`src/rtl/load_store_unit.sv`:
```
// load_store_unit: MIPS load/store unit (LW, LBU, LHU, SB, SH, SW, LL) fronting a word-wide memory port.
// Latency: accept at cycle N, mem_req from N+1 until acked, wb_valid one cycle after the ack; misaligned/unsupported ops complete at N+1.
// Backpressure: req_ready is high only in IDLE; mem_* are held stable until mem_ack; mem_ack outside ACCESS is ignored.
// Ports: clk, rst_n (sync, active low); req_valid/req_ready, opcode, alu_result, rt_value, rt;
//        mem_req/we/addr/be/wdata, mem_ack, mem_rdata; wb_valid/en/rd/data, misalign_err; link_valid, link_addr.
// Optional: define LL_LINK_EN to track an LL reservation in link_valid/link_addr (tied 0 otherwise).
module load_store_unit (
  input  logic        clk,
  input  logic        rst_n,
  input  logic        req_valid,
  output logic        req_ready,
  input  logic [5:0]  opcode,
  input  logic [31:0] alu_result,
  input  logic [31:0] rt_value,
  input  logic [4:0]  rt,
  output logic        mem_req,
  output logic        mem_we,
  output logic [31:0] mem_addr,
  output logic [3:0]  mem_be,
  output logic [31:0] mem_wdata,
  input  logic        mem_ack,
  input  logic [31:0] mem_rdata,
  output logic        wb_valid,
  output logic        wb_en,
  output logic [4:0]  wb_rd,
  output logic [31:0] wb_data,
  output logic        misalign_err,
  output logic        link_valid,
  output logic [29:0] link_addr
);

  localparam logic [5:0] OP_LW  = 6'h23;
  localparam logic [5:0] OP_LBU = 6'h24;
  localparam logic [5:0] OP_LHU = 6'h25;
  localparam logic [5:0] OP_SB  = 6'h28;
  localparam logic [5:0] OP_SH  = 6'h29;
  localparam logic [5:0] OP_SW  = 6'h2B;
  localparam logic [5:0] OP_LL  = 6'h30;

  typedef enum logic [1:0] {IDLE, ACCESS, DONE} state_t;

  state_t      state, state_n;
  logic [5:0]  op_q, op_n;
  logic [1:0]  lane_q, lane_n;
  logic [4:0]  rt_q, rt_n;

  logic        req_ready_n, mem_req_n, mem_we_n, wb_valid_n, wb_en_n, misalign_err_n;
  logic [31:0] mem_addr_n, mem_wdata_n, wb_data_n;
  logic [3:0]  mem_be_n;
  logic [4:0]  wb_rd_n;

  // Decode of the incoming request
  logic in_load, in_store, in_mis;
  always_comb begin
    in_load  = (opcode == OP_LW) || (opcode == OP_LBU) || (opcode == OP_LHU) || (opcode == OP_LL);
    in_store = (opcode == OP_SB) || (opcode == OP_SH) || (opcode == OP_SW);
    case (opcode)
      OP_LW, OP_SW, OP_LL: in_mis = |alu_result[1:0];
      OP_LHU, OP_SH:       in_mis = alu_result[0];
      default:             in_mis = 1'b0;
    endcase
  end

  // Decode of the latched operation
  logic q_load, q_store;
  assign q_load  = (op_q == OP_LW) || (op_q == OP_LBU) || (op_q == OP_LHU) || (op_q == OP_LL);
  assign q_store = (op_q == OP_SB) || (op_q == OP_SH) || (op_q == OP_SW);

  // Zero-extended load data selected from the little-endian lanes
  logic [31:0] load_data;
  always_comb begin
    case (op_q)
      OP_LBU: begin
        case (lane_q)
          2'd0:    load_data = {24'd0, mem_rdata[7:0]};
          2'd1:    load_data = {24'd0, mem_rdata[15:8]};
          2'd2:    load_data = {24'd0, mem_rdata[23:16]};
          default: load_data = {24'd0, mem_rdata[31:24]};
        endcase
      end
      OP_LHU:  load_data = lane_q[1] ? {16'd0, mem_rdata[31:16]} : {16'd0, mem_rdata[15:0]};
      default: load_data = mem_rdata;
    endcase
  end

  always_comb begin
    state_n        = state;
    op_n           = op_q;
    lane_n         = lane_q;
    rt_n           = rt_q;
    mem_req_n      = mem_req;
    mem_we_n       = mem_we;
    mem_addr_n     = mem_addr;
    mem_be_n       = mem_be;
    mem_wdata_n    = mem_wdata;
    wb_valid_n     = 1'b0;
    wb_en_n        = 1'b0;
    wb_rd_n        = 5'd0;
    wb_data_n      = 32'd0;
    misalign_err_n = 1'b0;
    case (state)
      IDLE: begin
        // req_ready is high throughout IDLE, so req_valid alone is the handshake
        if (req_valid) begin
          op_n   = opcode;
          lane_n = alu_result[1:0];
          rt_n   = rt;
          if ((in_load || in_store) && !in_mis) begin
            state_n     = ACCESS;
            mem_req_n   = 1'b1;
            mem_we_n    = in_store;
            mem_addr_n  = {alu_result[31:2], 2'b00};
            mem_be_n    = 4'b1111;
            mem_wdata_n = 32'd0;
            case (opcode)
              OP_SB: begin
                mem_be_n    = 4'b0001 << alu_result[1:0];
                mem_wdata_n = {4{rt_value[7:0]}};
              end
              OP_SH: begin
                mem_be_n    = alu_result[1] ? 4'b1100 : 4'b0011;
                mem_wdata_n = {2{rt_value[15:0]}};
              end
              OP_SW:   mem_wdata_n = rt_value;
              default: ;
            endcase
          end else begin
            // Misaligned or unsupported: skip the memory and report straight away
            state_n        = DONE;
            wb_valid_n     = 1'b1;
            misalign_err_n = in_mis;
          end
        end
      end
      ACCESS: begin
        if (mem_ack) begin
          state_n     = DONE;
          mem_req_n   = 1'b0;
          mem_we_n    = 1'b0;
          mem_addr_n  = 32'd0;
          mem_be_n    = 4'd0;
          mem_wdata_n = 32'd0;
          wb_valid_n  = 1'b1;
          wb_en_n     = q_load;
          wb_rd_n     = q_load ? rt_q : 5'd0;
          wb_data_n   = q_load ? load_data : 32'd0;
        end
      end
      default: state_n = IDLE;
    endcase
    req_ready_n = (state_n == IDLE);
  end

  always_ff @(posedge clk) begin
    if (!rst_n) begin
      state        <= IDLE;
      op_q         <= 6'd0;
      lane_q       <= 2'd0;
      rt_q         <= 5'd0;
      req_ready    <= 1'b1;
      mem_req      <= 1'b0;
      mem_we       <= 1'b0;
      mem_addr     <= 32'd0;
      mem_be       <= 4'd0;
      mem_wdata    <= 32'd0;
      wb_valid     <= 1'b0;
      wb_en        <= 1'b0;
      wb_rd        <= 5'd0;
      wb_data      <= 32'd0;
      misalign_err <= 1'b0;
    end else begin
      state        <= state_n;
      op_q         <= op_n;
      lane_q       <= lane_n;
      rt_q         <= rt_n;
      req_ready    <= req_ready_n;
      mem_req      <= mem_req_n;
      mem_we       <= mem_we_n;
      mem_addr     <= mem_addr_n;
      mem_be       <= mem_be_n;
      mem_wdata    <= mem_wdata_n;
      wb_valid     <= wb_valid_n;
      wb_en        <= wb_en_n;
      wb_rd        <= wb_rd_n;
      wb_data      <= wb_data_n;
      misalign_err <= misalign_err_n;
    end
  end

`ifdef LL_LINK_EN
  // Reservation updates when an access completes; mem_addr still holds the word at the ack
  logic        link_valid_n;
  logic [29:0] link_addr_n;
  always_comb begin
    link_valid_n = link_valid;
    link_addr_n  = link_addr;
    if (state == ACCESS && mem_ack) begin
      if (op_q == OP_LL) begin
        link_valid_n = 1'b1;
        link_addr_n  = mem_addr[31:2];
      end else if (q_store && link_valid && (link_addr == mem_addr[31:2])) begin
        link_valid_n = 1'b0;
      end
    end
  end

  always_ff @(posedge clk) begin
    if (!rst_n) begin
      link_valid <= 1'b0;
      link_addr  <= 30'd0;
    end else begin
      link_valid <= link_valid_n;
      link_addr  <= link_addr_n;
    end
  end
`else
  assign link_valid = 1'b0;
  assign link_addr  = 30'd0;
`endif

endmodule

```
`config.mk`:
```
export PLATFORM = sky130hd
export DESIGN_NAME = load_store_unit
export DESIGN_NICKNAME = d
export VERILOG_FILES = /design/src/rtl/load_store_unit.sv
export SDC_FILE = /design/constraint.sdc
export NUM_CORES = 1
export LEC_CHECK = 0
export BUFFER_PORTS_ARGS = -buffer_cell sky130_fd_sc_hd__buf_2
export CORE_ASPECT_RATIO = 2
export CORE_MARGIN = 1
export CORE_UTILIZATION = 50
export CTS_CLUSTER_DIAMETER = 40
export DETAILED_ROUTE_END_ITERATION = 6
export PLACE_DENSITY = 0.84
export SYNTH_ARGS = -nofsm -noshare
export SYNTH_HDL_FRONTEND = slang
export SYNTH_SLANG_ARGS = --single-unit
```
`constraint.sdc`:
```
create_clock -name clk -period 3.9 [get_ports clk]
set_clock_uncertainty 0.1 [all_clocks]
set_input_delay 0.39 -clock clk [delete_from_list [all_inputs] [get_ports clk]]
set_output_delay 0.39 -clock clk [all_outputs]
set_load 0.005 [all_outputs]
```
==> results of run 1 <==
-- metal layers --
metal	vias to the layer above	share of wire, %	GRT usage, %
met5	-	0	0
met4	0	4.0	15.5
met3	44	6.4	6.05
met2	262	55	51.0
met1	2389	34	24.6
li1	2552	-	-
-- flip-flops by register name, indices dropped and copies added (netlist names) --
| register | cells |
|---|---|
| mem_wdata | 32 |
| wb_data | 32 |
| mem_addr | 30 |
| op_q | 6 |
| rt_q | 5 |
| wb_rd | 5 |
| mem_be | 4 |
| lane_q | 2 |
| state | 2 |
| mem_req | 1 |
| mem_we | 1 |
| misalign_err | 1 |
| req_ready | 1 |
| wb_en | 1 |
| wb_valid | 1 |
-- critical path: cells and delay by family --
kind                   cells  cell delay [ps]
AO/OA/AOI/OAI              2              910
buffers and inverters      2              570
AND/OR/NAND/NOR            2              480
multiplexers               1              200
-- logic make-up after synthesis --
kind of cell,Yosys count,share of synthesized area [%]
buffers and inverters,101,9.52
AOI/OAI and AO/OA,96,10.8
other,1,0.0662
DFF,124,43.8
xor gates and xnor gates,1,0.155
and+or+nand+nor,251,19.2
muxes,83,16.4
-- final cells by class --
type	count	share of cell area, %
Sequential cell	124	33.8
Multi-Input combinational cell	464	37.8
Tap cell	140	2.38
Clock buffer	18	5.84
Timing Repair Buffer	229	16.1
Clock inverter	13	2.94
Inverter	22	1.12
-- cell usage in the layout (no fill, tap or decap), types with 2 or more instances in the layout --
| master | netlist | final |
|---|---|---|
| clkinvlp_4 | 0 | 3 |
| conb_1 | 1 | 33 |
| nand3_1 | 10 | 10 |
| o22ai_1 | 22 | 22 |
| clkinv_4 | 0 | 4 |
| clkbuf_16 | 0 | 17 |
| a22o_1 | 8 | 8 |
| buf_2 | 5 | 219 |
| inv_1 | 22 | 22 |
| nor2b_1 | 3 | 3 |
| and2_1 | 6 | 6 |
| dfxtp_1 | 124 | 124 |
| nor3_1 | 4 | 4 |
| mux4_2 | 8 | 8 |
| o21a_1 | 2 | 2 |
| nand2b_1 | 11 | 11 |
| buf_4 | 33 | 9 |
| o21ai_0 | 23 | 23 |
| a22oi_1 | 8 | 8 |
| nand2_1 | 178 | 178 |
| bufinv_16 | 0 | 5 |
| mux2i_1 | 75 | 75 |
| a211oi_1 | 7 | 6 |
| nor2_1 | 16 | 16 |
| and3_1 | 16 | 16 |
| a21oi_1 | 19 | 18 |
-- worst max-delay path by stage --
stage | to | slack (ps) | cells after the start
after global placement | mem_addr[16] | 1200 | 7
after CTS | mem_addr[15] | 1570 | 7
after global routing | mem_addr[15] | 1400 | 7
after detailed placement | mem_addr[15] | 1150 | 7
after floorplan | mem_addr[10] | 1900 | 8
final | mem_addr[17] | 1570 | 7
-- per-stage QoR --
step	power, mW	hold slack, ps
after floorplan	1.53	330
after global placement	1.63	335
after detailed placement	1.63	341
after CTS	3.34	102
after global routing	3.43	106
final	3.32	122
-- power groups by stage --
| stage | clock network [mW] | registers [mW] | logic, mW |
|---|---|---|---|
| after floorplan | 0 | 1.33 | 0.204 |
| after global placement | 0 | 1.34 | 0.290 |
| after detailed placement | 0 | 1.34 | 0.294 |
| after CTS | 1.74 | 1.31 | 0.297 |
| after global routing | 1.79 | 1.31 | 0.329 |
| final | 1.71 | 1.31 | 0.298 |
==> impl_results.md, run 1 <==
- CTS root buffer: clkbuf_16
- Full die area: 11800 µm²
- Setup total negative slack: 0 ps
- Cell Area, Synth: 5660 µm²
- Most common cell in the netlist: nand2_1
- Clk Latency, worst-skew pair: 410 ps
- Crit path cell chain: buf_2 > nor4b_2 > nor2_1 > o221ai_2 > a221o_4 > buf_4 > mux2i_1
- Worst EP required: 4130 ps
- Worst Setup SP: opcode[0]
- DRT Pass-1 Iters: 5
- Clock buffer depth: 2
- Crit-path max cell delay: 620 ps
- Area grow syn2layout: 29.8%
- Top post-synthesis cells by count: nand2_1 (178), dfxtp_1 (124), mux2i_1 (75)
- Yosys cell types: 40
- Non-filler cells, final: 1010
- Post-CTS sizing: 0
- Via density: 5.20
- Placed inst area: 6710 µm²
- Pwr/cell area: 452 nW/µm²
- EDFF count, synth: 0
- Hold path cells: 2
- RD Place Congestion: 0.834
- Crit. End Element: flip-flop
- Synth Flop Type: dfxtp_1
- Hold Vio Cnt, Final: 0
- Width of the die: 77.3 µm
- Share of flip-flops with an asynchronous set or reset: 0%
- Sequential cell fraction of total power: 39.4%
- Vias in the first global route: 5029
- Internal power: 2.56 mW
- Final WL: 15500 µm
- # clock sinks: 124
- PortBufs: 219
- Seq cells post-synth: 124
- Crit-path slowest cell: a221o_4
- Global-route wire length before repair: 24200 µm
- Worst hold start: req_valid
- Core area: 10900 µm²
- Cell row count: 54
- Post-DRT Antenna Nets: 0
- NetSw: 0.764 mW
- Worst setup SP type: input port
- CTS tree: done
- Initial antenna violation count: 0
- Register area: 2480 µm²
- Area taken by multi-input logic gates: 2780 µm²
- Starting Density: 51.7%
- Die Y: 153 µm
- 1st-iter DRT viols: 275
- Pin count of the biggest net entering global routing: 69
- Fillers: 913
- Ports: 253
- Reg2reg end: wb_data[4]
- # setup viols final: 0
- Final core occ: 67.2%
- Total setup buffers inserted after CTS: 0
- Final setup margin: 1570 ps
- Crit Reg-Reg Startpoint: op_q[4]
- Yosys warnings: 0
- Yosys top cell area share: 43.8%
- Register area share after synthesis: 43.8%
- Rel. slew slack: 24.2%
- Reg2reg path depth: 4
- Hold Crit Endpoint: req_ready
- CTS Hold Buffers Added: 0
- RSZ-0062 raised after global routing: false
- ANT cells: 0
- Sw frac: 23.0%
- Global Route Usage Sum: 26.6%
- Worst-margin pin slew: 1140 ps
- VDD IR max: 0.330 mV
- Htree depth: 4
- DRC viols: 0
- Critical path arrival: 2560 ps
- Vias after detailed routing: 5247
- Crit share post-route: 59.7%
- Leakage: 3.88 nW
- R2R setup slack: 1710 ps
- Mapped Cells: 657
- Max Slew Vio Count: 0
- Syn_area_per_cell: 8.62 µm²
- Top cells by area, synth: dfxtp_1 (44%), mux2i_1 (13%), nand2_1 (12%)
- Wirelength per Cell: 15.4 µm
- CTS clock-pin slew for the worst setup and hold paths: 60 ps
- Share of cells above drive strength 1: 31.5%
- Max-Cap Viols: 0
- Clock power frac: 51.6%
- Dpl cells: 979
- NumNets Final: 969
- Finished layout cell area: 7350 µm²
- Global route overflow: 0
- DP Worst Slack: 1150 ps
- Max Freq: 430 MHz
- Worst hold path type: input port to flip-flop
- Final min period: 2330 ps
- Worst Path Max Fanout: 33
- Status: finished, final reports clean
- Detailed placement HPWL: 11300 µm
- Synth area leader: dfxtp_1
- Kind of critical path: input port to flip-flop
- Num CTS Buffers: 17
- Comb power frac: 9.0%
No activity file was read; power rests on OpenSTA's default activity.
==> inputs of run 2 (changes only) <==
Settings changed: ABC_AREA set to 1, CORE_UTILIZATION 50 to 43, PLACE_DENSITY 0.84 to 0.77.
Clock period 3.9 ns to 2.08 ns, I/O delays scaled along.
==> impl_results.md, run 2 <==
- Synth area leader: dfxtp_1
- DRT Pass-1 Iters: 7
- Total setup buffers inserted after CTS: 0
- Width of the die: 83.3 µm
- Worst EP required: 2310 ps
- Commonest non-fill, non-tap cell in the layout: buf_2
- Fillers: 1149
- RSZ-0062 raised after global routing: false
- Final min period: 1780 ps
- Cell row count: 59
- Hold Vio Cnt, Final: 0
- Core area: 12900 µm²
- Max Freq: 561 MHz
- Top cells by area, synth: dfxtp_1 (44%), nand2_1 (14%), nand3_1 (9.3%)
- Global-route wire length before repair: 28700 µm
- PortBufs: 219
- Pin count of the biggest net entering global routing: 69
- Rel. slew slack: 64.7%
- Worst Setup SP: state[1]
- Register area share after synthesis: 43.7%
- Wirelength per Cell: 15.0 µm
- Final WL: 18500 µm
- Worst hold path type: input port to flip-flop
- Synth Flop Type: dfxtp_1
- Crit Reg-Reg Startpoint: state[1]
- Crit-path slowest cell: buf_4
- # setup viols final: 0
- Seq cells post-synth: 124
- RD Place Congestion: 0.935
- Crit path cell chain: nor2_1 > nand2_1 > inv_1 > buf_4 > nand3_1 > a21oi_1
- Crit-path leading delay family: buffers and inverters
- Vias after detailed routing: 6438
- Failing checks: design-rule violations
- # clock sinks: 124
- Top post-synthesis cells by count: nand2_1 (212), dfxtp_1 (124), nand3_1 (105)
- Yosys cell types: 27
- Reg2reg path depth: 6
- Share of cells above drive strength 1: 25.8%
- Starting Density: 44.0%
- Worst Path Max Fanout: 37
- Kind of critical path: flip-flop to flip-flop
- Htree depth: 4
- Initial antenna violation count: 0
- CTS tree: done
- DRC viols: 1
- Num CTS Buffers: 17
- Crit. End Element: flip-flop
- Ports: 253
- ANT cells: 0
- Global route overflow: 0
- Buf/Inv on CP: 2
- Detailed placement HPWL: 12300 µm
- Hold path cells: 5
- NumNets Final: 1185
- Hold Crit Endpoint: wb_data[0]
- CTS root buffer: clkbuf_16
- Crit-path max cell delay: 400 ps
- Cell Area, Synth: 5680 µm²
- Via density: 5.20
- Worst-margin pin slew: 529 ps
- Critical path arrival: 2010 ps
- Mapped Cells: 805
- Pwr/cell area: 771 nW/µm²
- Max Slew Vio Count: 0
- R2R setup slack: 300 ps
- Reg2reg end: mem_addr[15]
- Worst setup SP type: flip-flop
- Share of flip-flops with an asynchronous set or reset: 0%
- Setup total negative slack: 0 ps
- VDD IR max: 0.620 mV
- Largest regs: mem_wdata x32, wb_data x32, mem_addr x30
- Clock buffer depth: 2
- Post-DRT Antenna Nets: 0
- Leakage: 3.93 nW
- CTS clock-pin slew for the worst setup and hold paths: 60 ps
- 1st-iter DRT viols: 317
- Crit share post-route: 85.7%
- Yosys warnings: 0
- Global Route Usage Sum: 26.5%
- Most frequent cells in the layout: buf_2 (219), nand2_1 (212), dfxtp_1 (124)
- Die Y: 165 µm
- Vias in the first global route: 5832
- Yosys top cell area share: 43.7%
- Full die area: 13700 µm²
- Status: finished with violations
- Max-Cap Viols: 0
- Syn_area_per_cell: 7.05 µm²
- Worst hold start: mem_rdata[0]
- Most common cell in the netlist: nand2_1
- EDFF count, synth: 0
- Area grow syn2layout: 40.9%
- Pwr Total: 6.17 mW
- Clk Latency, worst-skew pair: 400 ps
## run 2: cells by family (layout without fill, tap and decap cells)
logic type      count (synthesis)  after routing  share of synthesized area (%)
simple gates                  378            378                           28.3
compound gates                159            159                           15.3
buf+inv                       143            392                           12.6
flops                         124            124                           43.7
other cells                     1             33                         0.0660
## run 2: worst max path at each step
stage,to,slack [ps],cells after the start
2_1_floorplan,wb_data[1],520,9
3_3_place_gp,mem_wdata[21],250,10
3_5_place_dp,mem_wdata[21],220,10
4_1_cts,wb_data[6],320,9
5_1_grt,wb_data[10],130,9
6_report,mem_addr[15],300,6
## run 2: per-layer routing
metal | GRT usage, % | up-vias | wire (µm)
met3 | 5.20 | 61 | 1250
met1 | 26.7 | 2893 | 6430
met4 | 18.2 | 0 | 946
li1 | - | 3128 | -
met2 | 48.8 | 356 | 9900
met5 | 0 | - | 0
## run 2: worst reg2reg max path, stage by stage (launching register included)
cell,delay (ps)
dfxtp_1,320
nor2_1,90
nand2_1,240
inv_1,200
buf_4,400
nand3_1,180
a21oi_1,180
## run 2: per-stage QoR
stage	hold WS [ps]	setup WS, ps	cell area (µm²)	util (%)	std cells
2_1_floorplan	224	518	5800	-	837
3_3_place_gp	324	249	6770	52.4	1146
3_5_place_dp	331	222	6770	52.4	1146
4_1_cts	11.0	324	8000	61.9	1238
5_1_grt	21.6	134	8000	61.9	1238
6_report	23.4	297	8000	61.9	1238
## run 2: repair_timing
action	CTS	global route
gates resized for setup	0	0
hold buffers	61	0
endpoints found under the hold margin	61	0
## run 2: final cells by class
cell class / count / area, µm² / share of cell area [%]
Multi-Input combinational cell: 570 / 2600 / 32.5
Tap cell: 152 / 190 / 2.38
Clock inverter: 12 / 163 / 2.03
Timing Repair Buffer: 300 / 1880 / 23.5
Clock buffer: 19 / 453 / 5.66
Sequential cell: 124 / 2480 / 31.0
Inverter: 61 / 229 / 2.86
## run 2: where the power goes
part	switching, mW	total (mW)	internal (mW)
registers	0.0308	2.45	2.42
logic	0.386	0.647	0.260
clock network	1.12	3.07	1.96
